File: src/rtl/seg7_scan.sv
// Eight-digit multiplexed seven-segment scanner with frame-synchronous display update.
// Define SEG7_LEADING_ZERO_BLANK_EN to blank digits above the most significant non-zero nibble.
module seg7_scan #(
  parameter int unsigned DIGIT_CYCLES = 100000,
  parameter int unsigned GUARD_CYCLES = 1000
) (
  input  logic        clk_100MHz,
  input  logic        rst,
  input  logic [31:0] data,
  input  logic        load,
  input  logic [7:0]  dp_mask,
  output logic [7:0]  an,
  output logic [7:0]  seg,
  output logic        frame_done
);

  localparam int unsigned CW = (DIGIT_CYCLES > 1) ? $clog2(DIGIT_CYCLES) : 1;
  localparam logic [CW-1:0] LAST  = CW'(DIGIT_CYCLES - 1);
  localparam logic [CW-1:0] GUARD = CW'(GUARD_CYCLES);

  logic [CW-1:0] cnt;
  logic [2:0]    idx;
  logic [31:0]   shadow;
  logic [31:0]   pend_data;
  logic          pend;

  logic          slot_end;
  logic          boundary;
  logic [3:0]    nib;
  logic          blank;
  logic [7:0]    an_next;
  logic [7:0]    seg_next;

  function automatic logic [6:0] hex7(input logic [3:0] n);
    case (n)
      4'h0: hex7 = 7'h40;
      4'h1: hex7 = 7'h79;
      4'h2: hex7 = 7'h24;
      4'h3: hex7 = 7'h30;
      4'h4: hex7 = 7'h19;
      4'h5: hex7 = 7'h12;
      4'h6: hex7 = 7'h02;
      4'h7: hex7 = 7'h78;
      4'h8: hex7 = 7'h00;
      4'h9: hex7 = 7'h10;
      4'hA: hex7 = 7'h08;
      4'hB: hex7 = 7'h03;
      4'hC: hex7 = 7'h46;
      4'hD: hex7 = 7'h21;
      4'hE: hex7 = 7'h06;
      default: hex7 = 7'h0E;
    endcase
  endfunction

  assign slot_end = (cnt == LAST);
  assign boundary = slot_end && (idx == 3'd7);
  assign nib      = shadow[{idx, 2'b00} +: 4];

`ifdef SEG7_LEADING_ZERO_BLANK_EN
  logic [2:0] msd;

  always_comb begin
    msd = '0;
    for (int unsigned k = 1; k < 8; k++) begin
      if (shadow[4*k +: 4] != 4'h0) msd = 3'(k);
    end
  end

  assign blank = (idx > msd);
`else
  assign blank = 1'b0;
`endif

  always_comb begin
    an_next  = (cnt < GUARD) ? '1 : ~(8'h01 << idx);
    seg_next = {~dp_mask[idx], blank ? 7'h7F : hex7(nib)};
  end

  always_ff @(posedge clk_100MHz or negedge rst) begin
    if (!rst) begin
      cnt        <= '0;
      idx        <= '0;
      shadow     <= '0;
      pend_data  <= '0;
      pend       <= 1'b0;
      an         <= '1;
      seg        <= '1;
      frame_done <= 1'b0;
    end else begin
      cnt <= slot_end ? '0 : cnt + CW'(1);
      if (slot_end) idx <= idx + 3'd1;

      if (load) pend_data <= data;
      // A load on the boundary cycle bypasses pending and commits directly.
      if (boundary) begin
        if (load)      shadow <= data;
        else if (pend) shadow <= pend_data;
        pend <= 1'b0;
      end else if (load) begin
        pend <= 1'b1;
      end

      an         <= an_next;
      seg        <= seg_next;
      frame_done <= boundary;
    end
  end

endmodule

File: config.mk
export PLATFORM = sky130hd
export DESIGN_NAME = seg7_scan
export DESIGN_NICKNAME = d
export VERILOG_FILES = /design/src/rtl/seg7_scan.sv
export SDC_FILE = /design/constraint.sdc
export NUM_CORES = 1
export LEC_CHECK = 0
export ABC_CLOCK_PERIOD_IN_PS = 2400
export BUFFER_PORTS_ARGS = -buffer_cell sky130_fd_sc_hd__buf_4
export CAP_MARGIN = 20
export CORE_ASPECT_RATIO = 0.5
export CORE_MARGIN = 2
export CORE_UTILIZATION = 32
export CTS_BUF_LIST = sky130_fd_sc_hd__clkbuf_16
export CTS_CLUSTER_SIZE = 30
export DETAILED_ROUTE_END_ITERATION = 7
export MAX_ROUTING_LAYER = met4
export PLACE_DENSITY = 0.58
export SLEW_MARGIN = 20
export SYNTH_ARGS = -nofsm -noshare
export SYNTH_HDL_FRONTEND = slang
export SYNTH_SLANG_ARGS = --single-unit
File: constraint.sdc
create_clock -name clk_100MHz -period 2.4 [get_ports clk_100MHz]
set_input_delay 0 -clock clk_100MHz [delete_from_list [all_inputs] [get_ports clk_100MHz]]
set_output_delay 0 -clock clk_100MHz [all_outputs]
set_load 0.05 [all_outputs]
After elaboration in Yosys (flattened, before gate mapping):

Memories as Yosys holds them, arrays and structs flattened. A register that Yosys moved wholly into a read port is not among the register bits.
Index checks and enable logic that the tools add are counted.

* mux-type cells: 8
* equality and inequality tests: 2
* reductions and logical operators: 5
* shifts and indexed selects: 2
* bitwise logic cells: 2
* add/sub/neg operators: 2
* order comparisons: 2

Operators by type and width (count)
* $mux 32: 2
* $shiftx 32x6->4: 1
* $add 17x1->17 const B: 1
* $eq 17x17->1 const B: 1
* $lt 17x10->1 const B: 1
* $mux 17: 1
* $mux 8: 1
* $not 8->8: 1
* $shl 1x3->8 const A: 1
* $lt 3x4->1 const B: 1
* $reduce_bool 2->1: 2
* $add 3x1->3 const B: 1
* $bmux 1 s3: 1
* $eq 3x3->1 const B: 1
* $mux 1: 3
* $reduce_and 2->1: 1
* $logic_and 1x1->1: 1
* $logic_not 1->1: 1
* $not 1->1: 1

* memories kept: 1
* ROM bits: 112
* word-level logic and storage cells: 32
* register bits after elaboration: 102
* input port bits: 43
* output and inout port bits: 17

Memory list
* (no name shown): words 16, bits a word 7, read ports 1, clocked after memory_dff 1, write ports 0, RTL line 35 `case (n)`

Depth between registers and ports, before layout:

Gate-level depths: netlist of the first run.

* word-level depth: 3
* mapped depth: 8
* gate-level depth less buffers: 7

Worst setup path after synthesis of the first run:

No wires, ideal clock.

* path type: register to register
* from: reg idx[0]
* to: reg seg[4]
* arrival: 2.248 ns
* stages on the path, launching flop included: 8
* clock period less this slack: 2.327 ns
* path slack: 0.073 ns
* cells stage by stage: dfrtp_1 buf_2 mux4_2 mux2i_1 inv_1 ha_1 mux2_2 o21ai_0

* word-level cells in the longest chain between the ends: 1

Ends and longest elaborated chain
* start, declared: RTL line 22 `logic [2:0] idx;`
* start signal, assigned: RTL line 91 `if (slot_end) idx <= idx + 3'd1;`
* $shiftx 32x6->4: RTL line 57 `assign nib = shadow[{idx, 2'b00} +: 4];`
* end, declared: RTL line 13 `output logic [7:0] seg,`

Every way passes these cells.
A chain may end at the register's enable or synchronous reset.

Final worst setup path of the first run:

Ends and elaborated chain as after synthesis.

==> results of run 1 <==
-- logic make-up after synthesis --
kind of cell / Yosys count
flip-flops: 102
AO/OA/AOI/OAI: 14
multiplexers: 88
AND/OR/NAND/NOR: 68
adder cells (fa/ha/maj): 12
buffers and inverters: 25
XOR/XNOR: 13
-- flip-flops by register name (all words and copies together), names as in the netlist --
name        flops
an              8
cnt            17
frame_done      1
idx             3
pend            1
pend_data      32
seg             8
shadow         32
-- metrics by stage --
stage               std cells  setup WS [ns]  cell area, µm²  util, %
floorplan                 322         0.0735            4670        -
global placement          578          0.169            5360     37.4
detailed placement        578          0.155            5360     37.4
CTS                       627          0.136            5980     41.7
global route              627         0.0317            5980     41.7
finish                    627          0.155            5980     41.7
-- what timing repair did --
item                                   4_1_cts  5_1_grt
hold buffers                                33        0
setup endpoints to repair                    0        0
endpoints found under the hold margin       79        0
-- worst reg2reg max path: stages (launching register included) --
cell and delay [ns]:
dfrtp_1 0.37, buf_4 0.19, mux4_2 0.52, mux2i_1 0.16, buf_4 0.16, inv_1 0.06, ha_1 0.22, mux2_2 0.26
o21ai_0 0.21
-- cells in the final DEF (no fill, tap or decap), types with 10 or more instances in the layout --
master          n
buf_4          73
dfrtp_1        86
dfstp_2        16
dlygate4sd3_1  33
ha_1           12
mux2_2         37
mux2_4         30
mux4_2         10
nand2_1        17
nor2_1         12
-- metal layers --
layer  vias to the layer above  track usage (%)  routed length, µm
li1                       1349                -                  -
met5                         -                -                  0
met2                        24             21.7               4530
met1                      1406             14.5               3980
met3                        10             3.15                218
met4                         0             3.86                104
-- cell type report --
cell class / instances / area (µm²)
well taps: 198 / 248
fillers: 1372 / 8370
repair buffers: 107 / 898
flip-flops and latches: 102 / 2570
inverters: 9 / 33.8
multi-input cells: 195 / 1940
clock buffers: 9 / 225
clock inverters: 7 / 66.3
-- worst max path at each step --
stage           start  endpoint  slack, ns  cells after the start
2_1_floorplan  idx[0]    seg[4]       0.07                      7
3_3_place_gp   idx[0]    seg[4]       0.17                      8
3_5_place_dp   idx[0]    seg[4]       0.16                      8
4_1_cts        idx[0]    seg[4]       0.14                      8
5_1_grt        idx[0]    seg[4]       0.03                      8
6_report       idx[0]    seg[4]       0.15                      8
-- power by group through the flow --
stage	combinational (mW)	clock, mW	sequential [mW]
floorplan	0.144	0	1.89
global placement	0.307	0	1.86
detailed placement	0.311	0	1.87
CTS	0.354	1.47	1.83
global route	0.379	1.54	1.84
finish	0.347	1.43	1.83
==> run summary, run 1 <==
Overall Global Routing Usage = 12.5%
Register-to-Register Path Depth = 8
Final hold vios = 0
Synth Area in Simple Gates = 7.90%
Drt wl/cell = 14.1 µm
Hold endpoint = seg[7]
Cell family with most CP delay = multiplexers
Initial Utilization = 32.6%
XOR/XNOR Fraction of Synth Area = 2.44%
Vias in the first global route = 2898
Layout cell share with drive strength beyond 1 = 43.4%
CTS tree = yes
RSZ-0062 raised after global routing = false
Req. time, crit path = 2.65 ns
Post-synth EDFFs = 0
Initial DRC Count = 110
CP startpoint kind = register
Postcts setup bufs = 0
Worst-path cell chain = buf_4, mux4_2, mux2i_1, buf_4, inv_1, ha_1, mux2_2, o21ai_0
H-tree Lvls = 3
Syn Nets = 377
Most common cell in the netlist = dfrtp_1
YS warnings = 0
Routability congestion estimate = 0.794
Total core area = 14400 µm²
Clock Tree Buf Depth = 2
CP arrival = 2.49 ns
Pwr Density = 603 nW/µm²
Post-route DRC = 0
Final antenna-violating net count = 0
Top cells by area, synth = dfrtp_1, mux2_4, dfstp_2
CP Buf/Inv Count = 3
Combinational group share of total power = 9.6%
Post-synth top cells = dfrtp_1, mux2_2, mux2_4
Synth Cell Area = 4670 µm²
First-pass GRT wire length = 14600 µm
Hold wc startpoint = dp_mask[7]
CP max stage cell = mux4_2
Syn Area/Cell = 14.5 µm²
Static Leak = 2.77 nW
PostCTS Resize Cnt = 0
Critical R2R Launch = idx[0]
Tcrit/Tclk final = 93.5%
Final worst path period need = 2.25 ns
MaxCap Viol Count = 0
Prevailing post-synth register cell = dfrtp_1
Compound-Gate Fraction of Synth Area = 1.87%
Diodes inserted = 0
Switching Fraction = 22.3%
Largest net degree at the start of global routing = 57
Largest family of logic cells by synthesized area = multiplexers
Hold_ws = 0.0124 ns
Final Max Tran Viols = 0
Post-Synth Adder-Cell Area = 3.21%
Clock share of power = 39.5%
Hold Path Class = input port to register
DIE AREA = 15600 µm²
Crit path max fanout = 6
Final setup viols = 0
CTS sink cnt = 102
Most frequent CP cell = buf_4
Least-Margin Pin Slew = 0.705 ns
Port buffer count = 59
Worst vdd ir = 0.328 mV
Overall die height = 89.4 µm
CTS clk-pin slew, worst paths = 0.07 ns
Worst rel slew slack = 53.0%
Layout area overhead = 28.1%
Max Fclk = 445 MHz
Status = completed
Asr flop ratio synth = 100%
Cell variety after synth = 42
GRT overflow = 0
Int Power = 2.80 mW
Fin Setup TNS = 0 ns
Seq pwr share = 50.8%
Seq/Total Area, Yosys = 55.1%
Final Power = 3.61 mW
Nets = 479
Hold Path Depth = 3
DRT Wirelength = 8830 µm
# IOs = 60
Initial antenna violation count = 0
Number of synthesized register bits = 102
Skew final = 0.00520 ns
Share of the synthesized area in the top cell type = 46.1%
Reg2Reg Capture Point = seg[4]
Net Switching = 804 µW
Die Wd = 175 µm
WS Path Type = register to register
Gate Count Post-Synth = 322
Worst setup EP type = register
Drt pass-1 iters = 4
Via density = 4.45
Clock latency on the worst-skew pair = 0.34 ns
Flop2flop setup slack = 0.15 ns
CP peak stage delay = 0.52 ns
Post-synthesis mux area share = 26.1%
# rows = 31
Via count = 2789
DP HPWL = 6000 µm
Num CTS Buffers = 9
Synth area leader = dfrtp_1
Root buffer cell = clkbuf_16
Note: power is estimated with default switching activity, not from simulation.
==> run 2, diff against run 1 <==
- PLACE_DENSITY: 0.58 -> default
- PLACE_DENSITY_LB_ADDON: default -> 0.15
==> run 2 against run 1 <==
Combinational power about the same. Design area fell by 0.23%. Count of clock-buffer cells in the layout unchanged. Clock power about the same. Wire length increased by 2.3%. Fmax grew 1.7%. Core utilization shrank 0.096 points. Sequential power is essentially flat. Critical endpoint unchanged. Highest routed layer unchanged.
==> run summary, run 2 (synthesized netlist as in run 1, its figures left out) <==
Post-route DRC = 0
RSZ-0062 raised after global routing = false
GRT overflow = 0
CP startpoint kind = register
Skew final = 0.00687 ns
DR top layer = met4
Overall Global Routing Usage = 12.9%
First-pass GRT wire length = 15200 µm
Nets = 473
Footprint of the multi-input gates = 1940 µm²
Fin Setup TNS = 0 ns
Vias in the first global route = 2932
PostCTS Resize Cnt = 0
MaxCap Viol Count = 0
Initial DRC Count = 100
Clock Tree Buf Depth = 2
DIE AREA = 15600 µm²
Drt pass-1 iters = 4
CTS tree = yes
Layout area overhead = 27.8%
Most frequent cells in the layout = dfrtp_1, buf_4, mux2_2, dlygate4sd3_1, mux2_4
Num CTS Buffers = 9
Wl on met1 = 4220 µm
Static Leak = 2.75 nW
Final Max Tran Viols = 0
Met2 wire len = 4490 µm
Commonest non-fill, non-tap cell in the layout = dfrtp_1
Final setup viols = 0
Crit path max fanout = 10
CP arrival = 2.48 ns
Via count = 2794
Port buffer count = 59
Clock latency on the worst-skew pair = 0.34 ns
Worst setup EP type = register
Root buffer cell = clkbuf_16
Overall die height = 89.4 µm
Via density = 4.50
Final antenna-violating net count = 0
Least-Margin Pin Slew = 0.637 ns
Hold Path Class = input port to register
DP HPWL = 6190 µm
Routability congestion estimate = 0.833
Total core area = 14400 µm²
Max Fclk = 453 MHz
Largest net degree at the start of global routing = 57
Register area = 2570 µm²
Initial Utilization = 32.6%
Filler instances = 1354
Die Wd = 175 µm
# IOs = 60
Routed met3 length = 255 µm
Worst vdd ir = 0.325 mV
WS Path Type = register to register
CTS clk-pin slew, worst paths = 0.07 ns
Post-placement cell area = 5340 µm²
Worst rel slew slack = 57.5%
Finished Cell Area = 5970 µm²
Initial antenna violation count = 0
Req. time, crit path = 2.67 ns
Tcrit/Tclk final = 92.0%
DRT Wirelength = 9040 µm
Status = completed
# rows = 31
Final worst path period need = 2.21 ns
Layout cell share with drive strength beyond 1 = 43.0%
CTS sink cnt = 102
H-tree Lvls = 3
Drt wl/cell = 14.5 µm
Pwr Density = 611 nW/µm²
Final hold vios = 0
Biggest regs = pend_data: 32 flops, shadow: 32 flops, cnt: 17 flops
Diodes inserted = 0
run 2: changes by cell type in the layout (fill, tap and decap cells not counted):
cell / change
inv_6: +2
clkinv_2: +1
clkinv_4: -1
inv_1: -1
clkinv_1: -1
buf_12: +2
buf_4: -8
run 2: repair_timing:
item,in CTS,in global routing
setup buffers,0,0
hold buffers,33,0
setup endpoints to repair,0,0
endpoints found under the hold margin,69,0
run 2: metal layers:
layer,vias up,track usage (%)
met5,-,-
met4,0,3.18
met3,7,3.44
met2,27,21.3
met1,1419,16.0
li1,1341,-
run 2: critical path: stages (launching register included):
cell and delay (ns):
dfrtp_1 0.45, buf_12 0.19, mux4_2 0.51, mux2i_1 0.13, buf_4 0.16, inv_1 0.06
ha_1 0.22, mux2_2 0.26, o21ai_0 0.15
run 2: layout make-up:
class | instances | share of cell area, %
Clock buffer | 9 | 3.77
Multi-Input combinational cell | 195 | 32.5
Inverter | 9 | 0.566
Sequential cell | 102 | 43.1
Timing Repair Buffer | 101 | 14.7
Tap cell | 198 | 4.15
Clock inverter | 7 | 1.22
run 2: through the flow:
step | total power, mW | std cells | hold slack, ns | worst slack, ns | utilization (%)
after CTS | 3.71 | 621 | 0.00400 | 0.172 | 41.6
after detailed placement | 2.18 | 572 | 0.0639 | 0.188 | 37.2
after global placement | 2.17 | 572 | 0.0543 | 0.220 | 37.2
final | 3.65 | 621 | 0.0211 | 0.191 | 41.6
after global routing | 3.82 | 621 | 0.0381 | 0.0122 | 41.6
after floorplan | 2.03 | 322 | -0.296 | 0.0735 | -
run 2: worst paths after layout:
path	end	from	depth (start not counted)	slack (ns)
setup / recovery	seg[4]	idx[0]	8	0.19
hold / removal	seg[7]	dp_mask[4]	3	0.02
setup reg to reg	seg[4]	idx[0]	8	0.19
hold reg to reg	pend	pend	2	0.48
max in group asynchronous	seg[4]	rst	3	1.43
min in group asynchronous	cnt[15]	rst	2	0.21
run 2: where the power goes:
group / total, mW / switching, mW / internal, mW
Sequential: 1.83 / 0.0274 / 1.81
Clock: 1.46 / 0.651 / 0.812
Combinational: 0.347 / 0.153 / 0.193
Total: 3.65 / 0.832 / 2.81
==> run 3, diff against run 2 <==
- RECOVER_POWER: default -> 50
==> run 3 against run 2 <==
Critical path depth did not move. Final cell count did not move. Critical path type unchanged. First-iteration DRC count rose by 11%. Largest power group unchanged.
==> run summary, run 3 (synthesized netlist as in run 1, its figures left out) <==
Status = completed
Clock latency on the worst-skew pair = 0.34 ns
Static Leak = 2.71 nW
Final hold vios = 0
Final Power = 3.63 mW
Die Wd = 175 µm
Req. time, crit path = 2.67 ns
Non-Filler Instances = 621
Critical path depth = 8
Layout area overhead = 26.6%
CP peak stage delay = 0.51 ns
Final Max Tran Viols = 0
Worst rel slew slack = 20.0%
Cell family with most CP delay = multiplexers
Filler instances = 1370
CTS tree = yes
Tcrit/Tclk final = 92.0%
Fin Setup TNS = 0 ns
Biggest regs = pend_data: 32 flops, shadow: 32 flops, cnt: 17 flops
Placed Cells = 572
Crit path max fanout = 10
Worst-path cell chain = buf_12, mux4_2, mux2i_1, buf_4, inv_1, ha_1, mux2_2, o21ai_0
Hold Path Depth = 3
H-tree Lvls = 3
Post-placement cell area = 5340 µm²
Initial Utilization = 32.6%
Most frequent cells in the layout = dfrtp_1, buf_4, dlygate4sd3_1, mux2_4, mux2_2
Num CTS Buffers = 9
Skew final = 0.00719 ns
Commonest non-fill, non-tap cell in the layout = dfrtp_1
Final antenna-violating net count = 0
Worst vdd ir = 0.324 mV
Nets = 473
Clock Tree Buf Depth = 2
# IOs = 60
Initial antenna violation count = 0
Total core area = 14400 µm²
First-pass GRT wire length = 15200 µm
Via count = 2793
Overall die height = 89.4 µm
Worst setup EP type = register
MaxCap Viol Count = 0
Via density = 4.50
CTS clk-pin slew, worst paths = 0.07 ns
Final setup viols = 0
DRT Wirelength = 9030 µm
Pwr Density = 614 nW/µm²
Postcts setup bufs = 0
DIE AREA = 15600 µm²
Max Fclk = 453 MHz
CP startpoint kind = register
WS Path Type = register to register
Drt pass-1 iters = 4
Initial DRC Count = 111
CP Buf/Inv Count = 3
Post-route DRC = 0
GRT overflow = 0
DP HPWL = 6190 µm
CTS sink cnt = 102
RSZ-0062 raised after global routing = false
Hold Path Class = input port to register
CP arrival = 2.48 ns
Drt wl/cell = 14.5 µm
Vias in the first global route = 2932
Register-to-Register Path Depth = 8
Largest net degree at the start of global routing = 57
CP max stage cell = mux4_2
# rows = 31
Least-Margin Pin Slew = 1.20 ns
Layout cell share with drive strength beyond 1 = 37.4%
Diodes inserted = 0
Routability congestion estimate = 0.833
Port buffer count = 59
Root buffer cell = clkbuf_16
Final worst path period need = 2.21 ns
Finished Cell Area = 5910 µm²
Overall Global Routing Usage = 12.9%
-- run 3: final cells by class --
class | count | area [µm²] | share of cell area, %
inverters | 9 | 33.8 | 0.571
flip-flops and latches | 102 | 2570 | 43.5
well taps | 198 | 248 | 4.19
multi-input cells | 195 | 1940 | 32.8
clock inverters | 7 | 72.6 | 1.23
repair buffers | 101 | 822 | 13.9
clock buffers | 9 | 225 | 3.81
-- run 3: where the power goes --
part	switching [mW]	internal, mW
Clock	0.651	0.812
Combinational	0.153	0.180
Sequential	0.0266	1.81
Total	0.831	2.80
-- run 3: final timing paths --
check                                 from         end  slack [ns]
worst max-delay path                idx[0]      seg[4]        0.19
worst min-delay path            dp_mask[4]      seg[7]        0.02
worst max register to register      idx[0]      seg[4]        0.19
worst min register to register        pend        pend        0.48
max in group asynchronous              rst  shadow[12]        0.50
min in group asynchronous              rst     cnt[15]        0.43
-- run 3: tightest hold or removal path, cell delays in order --
cell	delay (ns)
buf_4	0.07
mux4_2	0.21
mux2i_1	0.07
-- run 3: repair_timing --
action,in CTS,in global routing
resized for setup,0,0
hold buffers,33,0
endpoints found under the hold margin,69,0
-- run 3: metal layers --
| metal | wire length [µm] | GRT usage [%] | part of all wire [%] |
|---|---|---|---|
| met1 | 4210 | 16.0 | 47 |
| met2 | 4480 | 21.3 | 50 |
| met3 | 260 | 3.44 | 2.9 |
| met4 | 72 | 3.18 | 0.80 |
| met5 | 0 | - | 0 |
-- run 3: stage by stage --
step                util [%]  hold slack, ns  setup WS, ns
floorplan                  -          -0.296        0.0735
global placement        37.2          0.0543         0.220
detailed placement      37.2          0.0639         0.188
CTS                     41.6         0.00400         0.172
global route            41.2          0.0381        0.0122
finish                  41.2          0.0213         0.191
